**src/rtl/mips_pkg.sv**
```systemverilog
// Shared decode constants, PC-control encoding and sequencer state for the MIPS branch control.
// Optional feature macro: MIPS_DELAY_SLOT_EN (branch delay slot handling).
package mips_pkg;

  localparam logic [31:0] RESET_VECTOR = 32'hBFC0_0000;

  localparam logic [5:0] OP_SPECIAL = 6'h00;
  localparam logic [5:0] OP_REGIMM  = 6'h01;
  localparam logic [5:0] OP_J       = 6'h02;
  localparam logic [5:0] OP_JAL     = 6'h03;
  localparam logic [5:0] OP_BEQ     = 6'h04;
  localparam logic [5:0] OP_BNE     = 6'h05;
  localparam logic [5:0] OP_BLEZ    = 6'h06;
  localparam logic [5:0] OP_BGTZ    = 6'h07;

  localparam logic [5:0] FN_JR   = 6'h08;
  localparam logic [5:0] FN_JALR = 6'h09;

  localparam logic [4:0] RT_BLTZ   = 5'd0;
  localparam logic [4:0] RT_BGEZ   = 5'd1;
  localparam logic [4:0] RT_BLTZAL = 5'd16;
  localparam logic [4:0] RT_BGEZAL = 5'd17;

  localparam logic [4:0] LINK_RA = 5'd31;

  typedef enum logic [1:0] {
    PC_BRANCH = 2'b00,
    PC_JUMP   = 2'b01,
    PC_REG    = 2'b10,
    PC_INC    = 2'b11
  } pc_control_t;

  typedef enum logic [1:0] {
    ST_RUN    = 2'b00,
    ST_DELAY  = 2'b01,
    ST_HALTED = 2'b10
  } branch_state_t;

  // Word offset of a conditional branch, sign-extended to a byte offset.
  function automatic logic [31:0] branch_offset(input logic [15:0] imm);
    return {{14{imm[15]}}, imm, 2'b00};
  endfunction

endpackage

```
**src/rtl/mips_branch_cond.sv**
```systemverilog
// Combinational decoder and signed condition evaluator for MIPS control transfers.
// Produces transfer/taken flags, the absolute target and the link destination.
module mips_branch_cond
  import mips_pkg::*;
(
  input  logic [31:0] instr,
  input  logic [31:0] pc,
  input  logic [31:0] rs_data,
  input  logic [31:0] rt_data,
  output logic        is_transfer,
  output logic        taken,
  output logic [31:0] target,
  output logic        is_link,
  output logic [4:0]  link_reg
);

  logic [5:0]  opcode_s;
  logic [5:0]  funct_s;
  logic [4:0]  rt_sel_s;
  logic [31:0] pc_plus4_s;
  logic [31:0] br_target_s;
  logic [31:0] j_target_s;
  logic        rs_neg_s;
  logic        rs_zero_s;

  assign opcode_s    = instr[31:26];
  assign funct_s     = instr[5:0];
  assign rt_sel_s    = instr[20:16];
  assign pc_plus4_s  = pc + 32'd4;
  assign br_target_s = pc_plus4_s + branch_offset(instr[15:0]);
  assign j_target_s  = {pc_plus4_s[31:28], instr[25:0], 2'b00};
  assign rs_neg_s    = rs_data[31];
  assign rs_zero_s   = (rs_data == 32'd0);

  // Decode the opcode class and evaluate the signed branch condition.
  always_comb begin
    is_transfer = 1'b0;
    taken       = 1'b0;
    target      = br_target_s;
    is_link     = 1'b0;
    link_reg    = LINK_RA;
    case (opcode_s)
      OP_BEQ:  begin is_transfer = 1'b1; taken = (rs_data == rt_data); end
      OP_BNE:  begin is_transfer = 1'b1; taken = (rs_data != rt_data); end
      OP_BLEZ: begin is_transfer = 1'b1; taken = rs_neg_s | rs_zero_s; end
      OP_BGTZ: begin is_transfer = 1'b1; taken = ~rs_neg_s & ~rs_zero_s; end
      OP_REGIMM: begin
        case (rt_sel_s)
          RT_BLTZ:   begin is_transfer = 1'b1; taken = rs_neg_s; end
          RT_BGEZ:   begin is_transfer = 1'b1; taken = ~rs_neg_s; end
          RT_BLTZAL: begin is_transfer = 1'b1; taken = rs_neg_s; is_link = 1'b1; end
          RT_BGEZAL: begin is_transfer = 1'b1; taken = ~rs_neg_s; is_link = 1'b1; end
          default:   begin is_transfer = 1'b0; end
        endcase
      end
      OP_J:   begin is_transfer = 1'b1; taken = 1'b1; target = j_target_s; end
      OP_JAL: begin is_transfer = 1'b1; taken = 1'b1; target = j_target_s; is_link = 1'b1; end
      OP_SPECIAL: begin
        case (funct_s)
          FN_JR:   begin is_transfer = 1'b1; taken = 1'b1; target = rs_data; end
          FN_JALR: begin
            is_transfer = 1'b1;
            taken       = 1'b1;
            target      = rs_data;
            is_link     = 1'b1;
            link_reg    = instr[15:11];
          end
          default: begin is_transfer = 1'b0; end
        endcase
      end
      default: begin is_transfer = 1'b0; end
    endcase
  end

endmodule

```
**src/rtl/mips_branch_control.sv**
```systemverilog
// PC update sequencer with branch delay slot, link write and halt on a jump to address 0.
// Optional feature macro: MIPS_DELAY_SLOT_EN (undefined: transfers redirect on their own commit).
module mips_branch_control #(
  parameter logic [31:0] RESET_VECTOR = mips_pkg::RESET_VECTOR
) (
  input  logic        clk,
  input  logic        rst_n,
  input  logic        instr_valid,
  input  logic [31:0] instr,
  input  logic [31:0] pc,
  input  logic [31:0] rs_data,
  input  logic [31:0] rt_data,
  output logic        CntEn,
  output logic [1:0]  PCControl,
  output logic [31:0] pc_next_data,
  output logic        link_we,
  output logic [4:0]  link_reg,
  output logic [31:0] link_data,
  output logic        active
);

  import mips_pkg::*;

  logic          transfer_s;
  logic          taken_s;
  logic [31:0]   target_s;
  logic          link_s;
  logic [4:0]    link_reg_s;
  logic          commit_s;
  pc_control_t   pc_ctrl_s;
  branch_state_t state_r;
  branch_state_t state_next_s;
  logic          unused_s;

  mips_branch_cond u_cond (
    .instr       (instr),
    .pc          (pc),
    .rs_data     (rs_data),
    .rt_data     (rt_data),
    .is_transfer (transfer_s),
    .taken       (taken_s),
    .target      (target_s),
    .is_link     (link_s),
    .link_reg    (link_reg_s)
  );

  // Commits are ignored while reset is asserted.
  assign commit_s  = instr_valid & rst_n;
  assign PCControl = pc_ctrl_s;
  assign link_reg  = link_reg_s;
  assign link_data = pc + 32'd8;
  assign active    = (state_r != ST_HALTED);
  assign unused_s  = ^{RESET_VECTOR, transfer_s};

`ifdef MIPS_DELAY_SLOT_EN
  logic [31:0] pending_r;
  logic [31:0] pending_next_s;

  // State and pending-target register.
  always_ff @(posedge clk or negedge rst_n) begin
    if (!rst_n) begin
      state_r   <= ST_RUN;
      pending_r <= 32'd0;
    end else begin
      state_r   <= state_next_s;
      pending_r <= pending_next_s;
    end
  end

  // Next state: a taken transfer parks its target until the delay slot commits.
  always_comb begin
    state_next_s   = state_r;
    pending_next_s = pending_r;
    case (state_r)
      ST_RUN: begin
        if (commit_s && taken_s) begin
          state_next_s   = ST_DELAY;
          pending_next_s = target_s;
        end else begin
          state_next_s = ST_RUN;
        end
      end
      ST_DELAY: begin
        if (commit_s) begin
          state_next_s = (pending_r == 32'd0) ? ST_HALTED : ST_RUN;
        end else begin
          state_next_s = ST_DELAY;
        end
      end
      ST_HALTED: state_next_s = ST_HALTED;
      default:   state_next_s = ST_RUN;
    endcase
  end

  // Outputs: the delay-slot commit performs the absolute load.
  always_comb begin
    CntEn        = 1'b0;
    link_we      = 1'b0;
    pc_ctrl_s    = PC_INC;
    pc_next_data = pending_r;
    case (state_r)
      ST_RUN: begin
        CntEn   = commit_s;
        link_we = commit_s & link_s;
      end
      ST_DELAY: begin
        CntEn     = commit_s;
        pc_ctrl_s = commit_s ? PC_REG : PC_INC;
      end
      default: CntEn = 1'b0;
    endcase
  end
`else
  // State register.
  always_ff @(posedge clk or negedge rst_n) begin
    if (!rst_n) begin
      state_r <= ST_RUN;
    end else begin
      state_r <= state_next_s;
    end
  end

  // Next state: a taken transfer to address 0 halts on its own commit.
  always_comb begin
    state_next_s = state_r;
    case (state_r)
      ST_RUN: begin
        if (commit_s && taken_s && (target_s == 32'd0)) begin
          state_next_s = ST_HALTED;
        end else begin
          state_next_s = ST_RUN;
        end
      end
      ST_HALTED: state_next_s = ST_HALTED;
      default:   state_next_s = ST_RUN;
    endcase
  end

  // Outputs: a taken transfer loads its target immediately.
  always_comb begin
    CntEn        = 1'b0;
    link_we      = 1'b0;
    pc_ctrl_s    = PC_INC;
    pc_next_data = 32'd0;
    case (state_r)
      ST_RUN: begin
        CntEn   = commit_s;
        link_we = commit_s & link_s;
        if (commit_s && taken_s) begin
          pc_ctrl_s    = PC_REG;
          pc_next_data = target_s;
        end else begin
          pc_ctrl_s    = PC_INC;
          pc_next_data = 32'd0;
        end
      end
      default: CntEn = 1'b0;
    endcase
  end
`endif

endmodule

```
**config.mk**
```make
export PLATFORM = sky130hd
export DESIGN_NAME = mips_branch_control
export DESIGN_NICKNAME = d
export VERILOG_FILES = /design/src/rtl/mips_pkg.sv /design/src/rtl/mips_branch_cond.sv /design/src/rtl/mips_branch_control.sv
export SDC_FILE = /design/constraint.sdc
export NUM_CORES = 1
export LEC_CHECK = 0
export CAP_MARGIN = 20
export CORE_ASPECT_RATIO = 1.2
export CORE_MARGIN = 4
export CORE_UTILIZATION = 42
export CTS_BUF_LIST = sky130_fd_sc_hd__clkbuf_4 sky130_fd_sc_hd__clkbuf_8
export CTS_CLUSTER_SIZE = 10
export DETAILED_ROUTE_END_ITERATION = 10
export GPL_ROUTABILITY_DRIVEN = 0
export PLACE_DENSITY = 0.86
export SYNTH_ARGS = -nofsm -noshare
export SYNTH_HDL_FRONTEND = slang
export SYNTH_SLANG_ARGS = --single-unit
```
**constraint.sdc**
```tcl
create_clock -name clk -period 8.4 [get_ports clk]
set_clock_uncertainty 0.2 [all_clocks]
set_input_delay 2.1 -clock clk [delete_from_list [all_inputs] [get_ports clk]]
set_output_delay 2.1 -clock clk [all_outputs]
set_load 0.01 [all_outputs]
```
==> results of run 1 <==
-- cells in the mapped netlist (19+ instances only) --
master    count  area share (%)
and3_1       19             3.0
nor4_1       23             3.6
ha_1         31             9.8
nand3_1      29             3.7
clkbuf_1     24             2.3
xor2_1       64              14
nand2_1      61             5.8
nand4_1      19             3.0
xnor2_1      49              11
o21ai_0      32             4.0
a21oi_1      40             5.0
nor2_1       84             7.9
-- metrics by stage --
step	hold slack (ps)	area [um^2]
6_report	326	6780
5_1_grt	346	6780
4_1_cts	311	6700
3_5_place_dp	309	6640
3_3_place_gp	308	6640
2_1_floorplan	259	3970
-- cell usage in the layout, fill, tap and decap left out, types with 25 or more instances in the layout --
cell	n
a21oi_1	32
buf_4	87
clkdlybuf4s50_1	195
ha_1	31
nand2_1	61
nand3_1	29
nor2_1	83
o21ai_0	25
xnor2_1	49
xor2_1	63
-- per-layer routing --
metal	part of all wire [%]	wire length, um
met1	36	6940
met2	49	9300
met3	9.5	1820
met4	5.4	1030
met5	0.042	8
-- report_power, final --
part | switching (W) | internal (W) | total [W]
clock network | 0 | 0 | 0
registers | 0.0000000000000147 | 0.00000490 | 0.00000490
logic | 0.000205 | 0.000207 | 0.000412
-- cells by family after synthesis --
| kind of cell | synth area share [%] |
|---|---|
| buffers and inverters | 5.14 |
| muxes | 0.505 |
| AOI/OAI and AO/OA | 22.7 |
| xor gates and xnor gates | 24.9 |
| adders and majority gates | 10.3 |
| DFF | 0.631 |
| and+or+nand+nor | 35.7 |
| other | 0.0945 |
-- what timing repair did --
item | CTS | global route
pin swaps | 2 | 11
endpoints found under the setup margin | 7 | 12
setup buffers | 1 | 2
resized for setup | 15 | 24
hold endpoints to repair | 0 | 0
-- worst paths after layout --
path / from / to / slack [ps] / cells past startpoint
max: pc[7] / pc_next_data[29] / -60 / 19
min: state_r[1]$_DFF_PN0_ / state_r[1]$_DFF_PN0_ / 330 / 1
max reg2reg: state_r[1]$_DFF_PN0_ / state_r[1]$_DFF_PN0_ / 7470 / 1
min reg2reg: state_r[1]$_DFF_PN0_ / state_r[1]$_DFF_PN0_ / 330 / 1
max in group asynchronous: rst_n / state_r[1]$_DFF_PN0_ / 5820 / 1
min in group asynchronous: rst_n / state_r[1]$_DFF_PN0_ / 2070 / 1
-- critical path: cells and delay by family --
family / cells / cell delay, ps
compound gates: 3 / 830
buf+inv: 4 / 1100
fa+ha+maj: 1 / 380
xor+xnor: 2 / 240
simple gates: 9 / 1500
-- final cells by class --
class | instances | area (um^2) | share of cell area (%)
Inverter | 16 | 60.1 | 0.886
Multi-Input combinational cell | 571 | 3850 | 56.7
Sequential cell | 1 | 25.0 | 0.369
Tap cell | 120 | 150 | 2.21
Timing Repair Buffer | 291 | 2700 | 39.8
==> metrics.md, run 1 <==
| Metric | Value |
|---|---|
| Crit. End Element | primary output |
| Initial antenna violation count | 2 |
| Avg Cell Area, Syn | 6.39 um^2 |
| Final setup margin | -61.4 ps |
| Number of synthesized flops with an enable pin | 0 |
| Max incr delay on CP | 500 ps |
| Total Nets Final | 1,044 |
| Worst Setup Path Type | in2out |
| Initial core utilization | 43.5% |
| Drt pass-1 iters | 7 |
| Syn. warnings | 0 |
| Slew Limit Headroom | 43.5% |
| Cells after Synth | 621 |
| First-pass GRT wire length | 30.0 mm |
| Tot Pwr | 0.000417 W |
| I/O Pins | 205 |
| Congestion Overflow GR | 0 |
| Top Registers | state_r: 1 flops |
| Layout cells sized above 1 | 13.7% |
| Mean routed wirelength per cell | 19.1 um |
| PortBufs | 203 |
| Violated checks | negative setup slack |
| CP cell instances | clkdlybuf4s50_1, and3_4, and3_1, and3_1, buf_4, nand3_1, xnor2_1, ha_1, nand4_1, nor4_2, nor4b_1, buf_4, o21ai_4, nand4_1, a31oi_2, xor2_1, a222oi_1, nor2_1, dlygate4sd2_1 |
| HP Class | reg2reg |
| Final core occ | 74.3% |
| Slowest-stage cell, CP | clkdlybuf4s50_1 |
| Max reg flops | 1 |
| Leak Pwr | 2.82 nW |
| Min Tclk post-route | 8460 ps |
| Max Cap Viol | 0 |
| Largest net degree at the start of global routing | 25 |
| Gr busiest metal | met2 |
| Die area | 11,100 um^2 |
| Status | complete, but fails checks |
| N_diodes | 0 |
| GR Layer Usage met1 | 37.1% |
| Placement Setup Slack | -375 ps |
| P&R area growth vs syn | 70.9% |
| Global routing usage on met2 | 58.8% |
| Post-synth ARST share | 100% |
| Pwr dens | 61.5 nW/um^2 |
| Mapped Area | 3970 um^2 |
| Area of the core | 9130 um^2 |
| Layout Cells excl Fill | 999 |
| Worst Tran Pin Value | 845 ps |
| Die Ht | 114 um |
| Post-synthesis sequential area ratio | 0.631% |
| Maximum clock rate | 118 MHz |
| Post-DP HPWL | 15.9 mm |
| Synth unique cells | 62 |
| Clk slew on worst S/H paths | 0 ps |
| Post-Route WL | 19.1 mm |
| Worst endpoint required time | 6100 ps |
| Die X-Extent | 96.7 um |
| Vias per inst | 6.05 |
| Syn_nets | 784 |
| Drt drc | 0 |
| Filler cells | 700 |
| Register name with the most flops | state_r |
| Aggregate global-route resource usage | 32.1% |
| Vias | 6,045 |
| Final Max Slew Viols | 0 |
| Crit-path max FO | 5 |
| WP data arrival | 6160 ps |
| Final setup violation count | 1 |
| Final hold vios | 0 |
| Vias in the first global route | 5,993 |
| Post-synth top flop | dfrtp_1 |
| Met3 Usage GRT | 5.55% |
| Final ANT Viol Nets | 0 |
| Seq cells post-synth | 1 |
| Initial DRC Count | 638 |
| Placed Cells | 995 |
| FP Rows | 38 |
| Setup_tns | -61.4 ps |
| Clk Latency, worst-skew pair | 0 ps |
| Period utilization | 101% |
| RSZ-0062 raised after global routing | true |
| Peak VDD IR | 0.0300 mV |
| Setup crit start kind | input pin |
| CTS Hold Bufs | 0 |
Note: power is estimated with default switching activity, not from simulation.
==> inputs of run 2 (changes only) <==
--- a/config.mk
+++ b/config.mk
@@ -8,12 +8,13 @@
 export CAP_MARGIN = 20
 export CORE_ASPECT_RATIO = 1.2
 export CORE_MARGIN = 4
-export CORE_UTILIZATION = 42
+export CORE_UTILIZATION = 44
 export CTS_BUF_LIST = sky130_fd_sc_hd__clkbuf_4 sky130_fd_sc_hd__clkbuf_8
-export CTS_CLUSTER_SIZE = 10
 export DETAILED_ROUTE_END_ITERATION = 10
 export GPL_ROUTABILITY_DRIVEN = 0
-export PLACE_DENSITY = 0.86
+export PLACE_DENSITY = 0.87
+export RECOVER_POWER = 50
 export SYNTH_ARGS = -nofsm -noshare
 export SYNTH_HDL_FRONTEND = slang
+export SYNTH_HIERARCHICAL = 1
 export SYNTH_SLANG_ARGS = --single-unit
==> metrics.md, run 2 <==
| Metric | Value |
|---|---|
| Crit. End Element | primary output |
| Period utilization | 99.2% |
| Initial core utilization | 45.7% |
| Violated checks | design-rule violations |
| CP cell instances | clkdlybuf4s50_1, and4_4, buf_4, nand3_1, nor2_1, xor2_1, ha_1, buf_4, nand3_1, o211ai_1, o311ai_2, nand3_2, a21oi_4, buf_4, mux2i_1, nand2_1, and3_1, clkdlybuf4s50_1 |
| Vias | 6,728 |
| Post-place instance area | 6980 um^2 |
| Placement Setup Slack | -84.0 ps |
| Drt drc | 1 |
| Max reg flops | 1 |
| Commonest non-fill, non-tap cells in the layout | clkdlybuf4s50_1, buf_4, xor2_1 |
| Worst Tran Pin Value | 951 ps |
| Die X-Extent | 99.5 um |
| N_diodes | 0 |
| Mapped Area | 4420 um^2 |
| HP Class | reg2reg |
| Setup crit start kind | input pin |
| Congestion Overflow GR | 0 |
| Pwr dens | 61.0 nW/um^2 |
| I/O Pins | 205 |
| Crit-path max FO | 4 |
| Final setup margin | 69.2 ps |
| Register name with the most flops | state_r |
| HP Start | state_r[1]$_DFF_PN0_ |
| CP dominant cell by count | buf_4 |
| Reg-to-Reg Start | state_r[1]$_DFF_PN0_ |
| WP data arrival | 6030 ps |
| Syn. warnings | 6 |
| Aggregate global-route resource usage | 33.0% |
| Tot Pwr | 0.000439 W |
| Slowest-stage cell, CP | clkdlybuf4s50_1 |
| Hold path cells | 2 |
| Maximum clock rate | 120 MHz |
| Final setup violation count | 0 |
| Die Ht | 118 um |
| Layout cells sized above 1 | 14.0% |
| Leak Pwr | 3.01 nW |
| Final Max Slew Viols | 0 |
| Peak VDD IR | 0.0309 mV |
| Mean routed wirelength per cell | 20.7 um |
| Top Registers | state_r: 1 flops |
| Total Nets Final | 1,072 |
| Die area | 11,700 um^2 |
| Reg2Reg Setup Slack | 7560 ps |
| Min Tclk post-route | 8330 ps |
| Hold path endpoint | state_r[1]$_DFF_PN0_ |
| Vias in the first global route | 6,376 |
| Initial DRC Count | 925 |
| Worst endpoint required time | 6100 ps |
| Post-DP HPWL | 17.3 mm |
| Final Instance Area | 7190 um^2 |
| Avg Cell Area, Syn | 6.72 um^2 |
| Cells after Synth | 657 |
| RSZ-0062 raised after global routing | true |
| Max Cap Viol | 0 |
| Max incr delay on CP | 550 ps |
| Reg2reg end | state_r[1]$_DFF_PN0_ |
| PortBufs | 203 |
| Commonest non-fill, non-tap cell in the layout | clkdlybuf4s50_1 |
| Clk Latency, worst-skew pair | 0 ps |
| Final ANT Viol Nets | 0 |
| FP Rows | 39 |
| Filler cells | 707 |
| Worst Setup Path Type | in2out |
| Vias per inst | 6.54 |
| Post-Route WL | 21.3 mm |
| P&R area growth vs syn | 62.8% |
| Area of the core | 9660 um^2 |
| Status | complete, but fails checks |
| First-pass GRT wire length | 32.4 mm |
| Cell depth of the worst flop-to-flop path | 2 |
| Clk slew on worst S/H paths | 0 ps |
| Syn_nets | 822 |
| Initial antenna violation count | 0 |
| Final hold slack | 273 ps |
| Slew Limit Headroom | 36.6% |
| Largest net degree at the start of global routing | 36 |
| Drt pass-1 iters | 11 |
| Final hold vios | 0 |
==> run 2: how the worst max path moves through the flow <==
stage               start               end  slack [ps]  cells past startpoint
detailed placement  pc[5]  pc_next_data[27]         -80                     17
floorplan           pc[4]  pc_next_data[21]        1080                     15
CTS                 pc[5]  pc_next_data[31]          10                     18
finish              pc[5]  pc_next_data[27]          70                     18
global placement    pc[7]  pc_next_data[21]          -8                     15
global route        pc[7]  pc_next_data[27]         -50                     18
==> run 2: worst max-delay path: cells and delay by family <==
family / cells / cell delay, ps
compound gates: 3 / 740
fa+ha+maj: 1 / 310
xor+xnor: 1 / 200
mux: 1 / 170
simple gates: 7 / 1060
buf+inv: 5 / 1460
==> run 2: cell type report <==
cell class | instances | area, um^2 | share of cell area [%]
Tap cell | 123 | 154 | 2.14
Sequential cell | 1 | 25.0 | 0.348
Multi-Input combinational cell | 609 | 4330 | 60.2
Timing Repair Buffer | 280 | 2630 | 36.6
Inverter | 15 | 56.3 | 0.783
==> run 2: what timing repair did <==
| action | in CTS | in global routing |
|---|---|---|
| resized for setup | 5 | 37 |
| hold buffers | 0 | 0 |
| endpoints found under the setup margin | 4 | 15 |
| setup buffers | 0 | 7 |
| pin swaps | 0 | 13 |
==> run 2: metrics by stage <==
| step | TNS [ps] | utilization (%) | instances |
|---|---|---|---|
| after floorplan | 0 | - | 657 |
| after global placement | -8.48 | 72.2 | 1021 |
| after detailed placement | -246 | 72.2 | 1021 |
| after CTS | 0 | 72.4 | 1021 |
| after global routing | -50.2 | 74.5 | 1028 |
| final | 0 | 74.5 | 1028 |
==> run 2: per-layer routing <==
layer,part of all wire (%),wire length (um),up-vias,global-route usage [%]
met5,0,0,-,0
met4,6.3,1340,0,13.2
met3,12,2610,133,4.92
met2,47,10000,603,58.5
met1,34,7340,3003,39.2
li1,-,-,2989,-
==> run 2: report_power, final <==
part	switching, W	internal (W)	total [W]
clock network	0	0	0
registers	0	0.00000490	0.00000490
logic	0.000229	0.000204	0.000434
total	0.000229	0.000209	0.000439
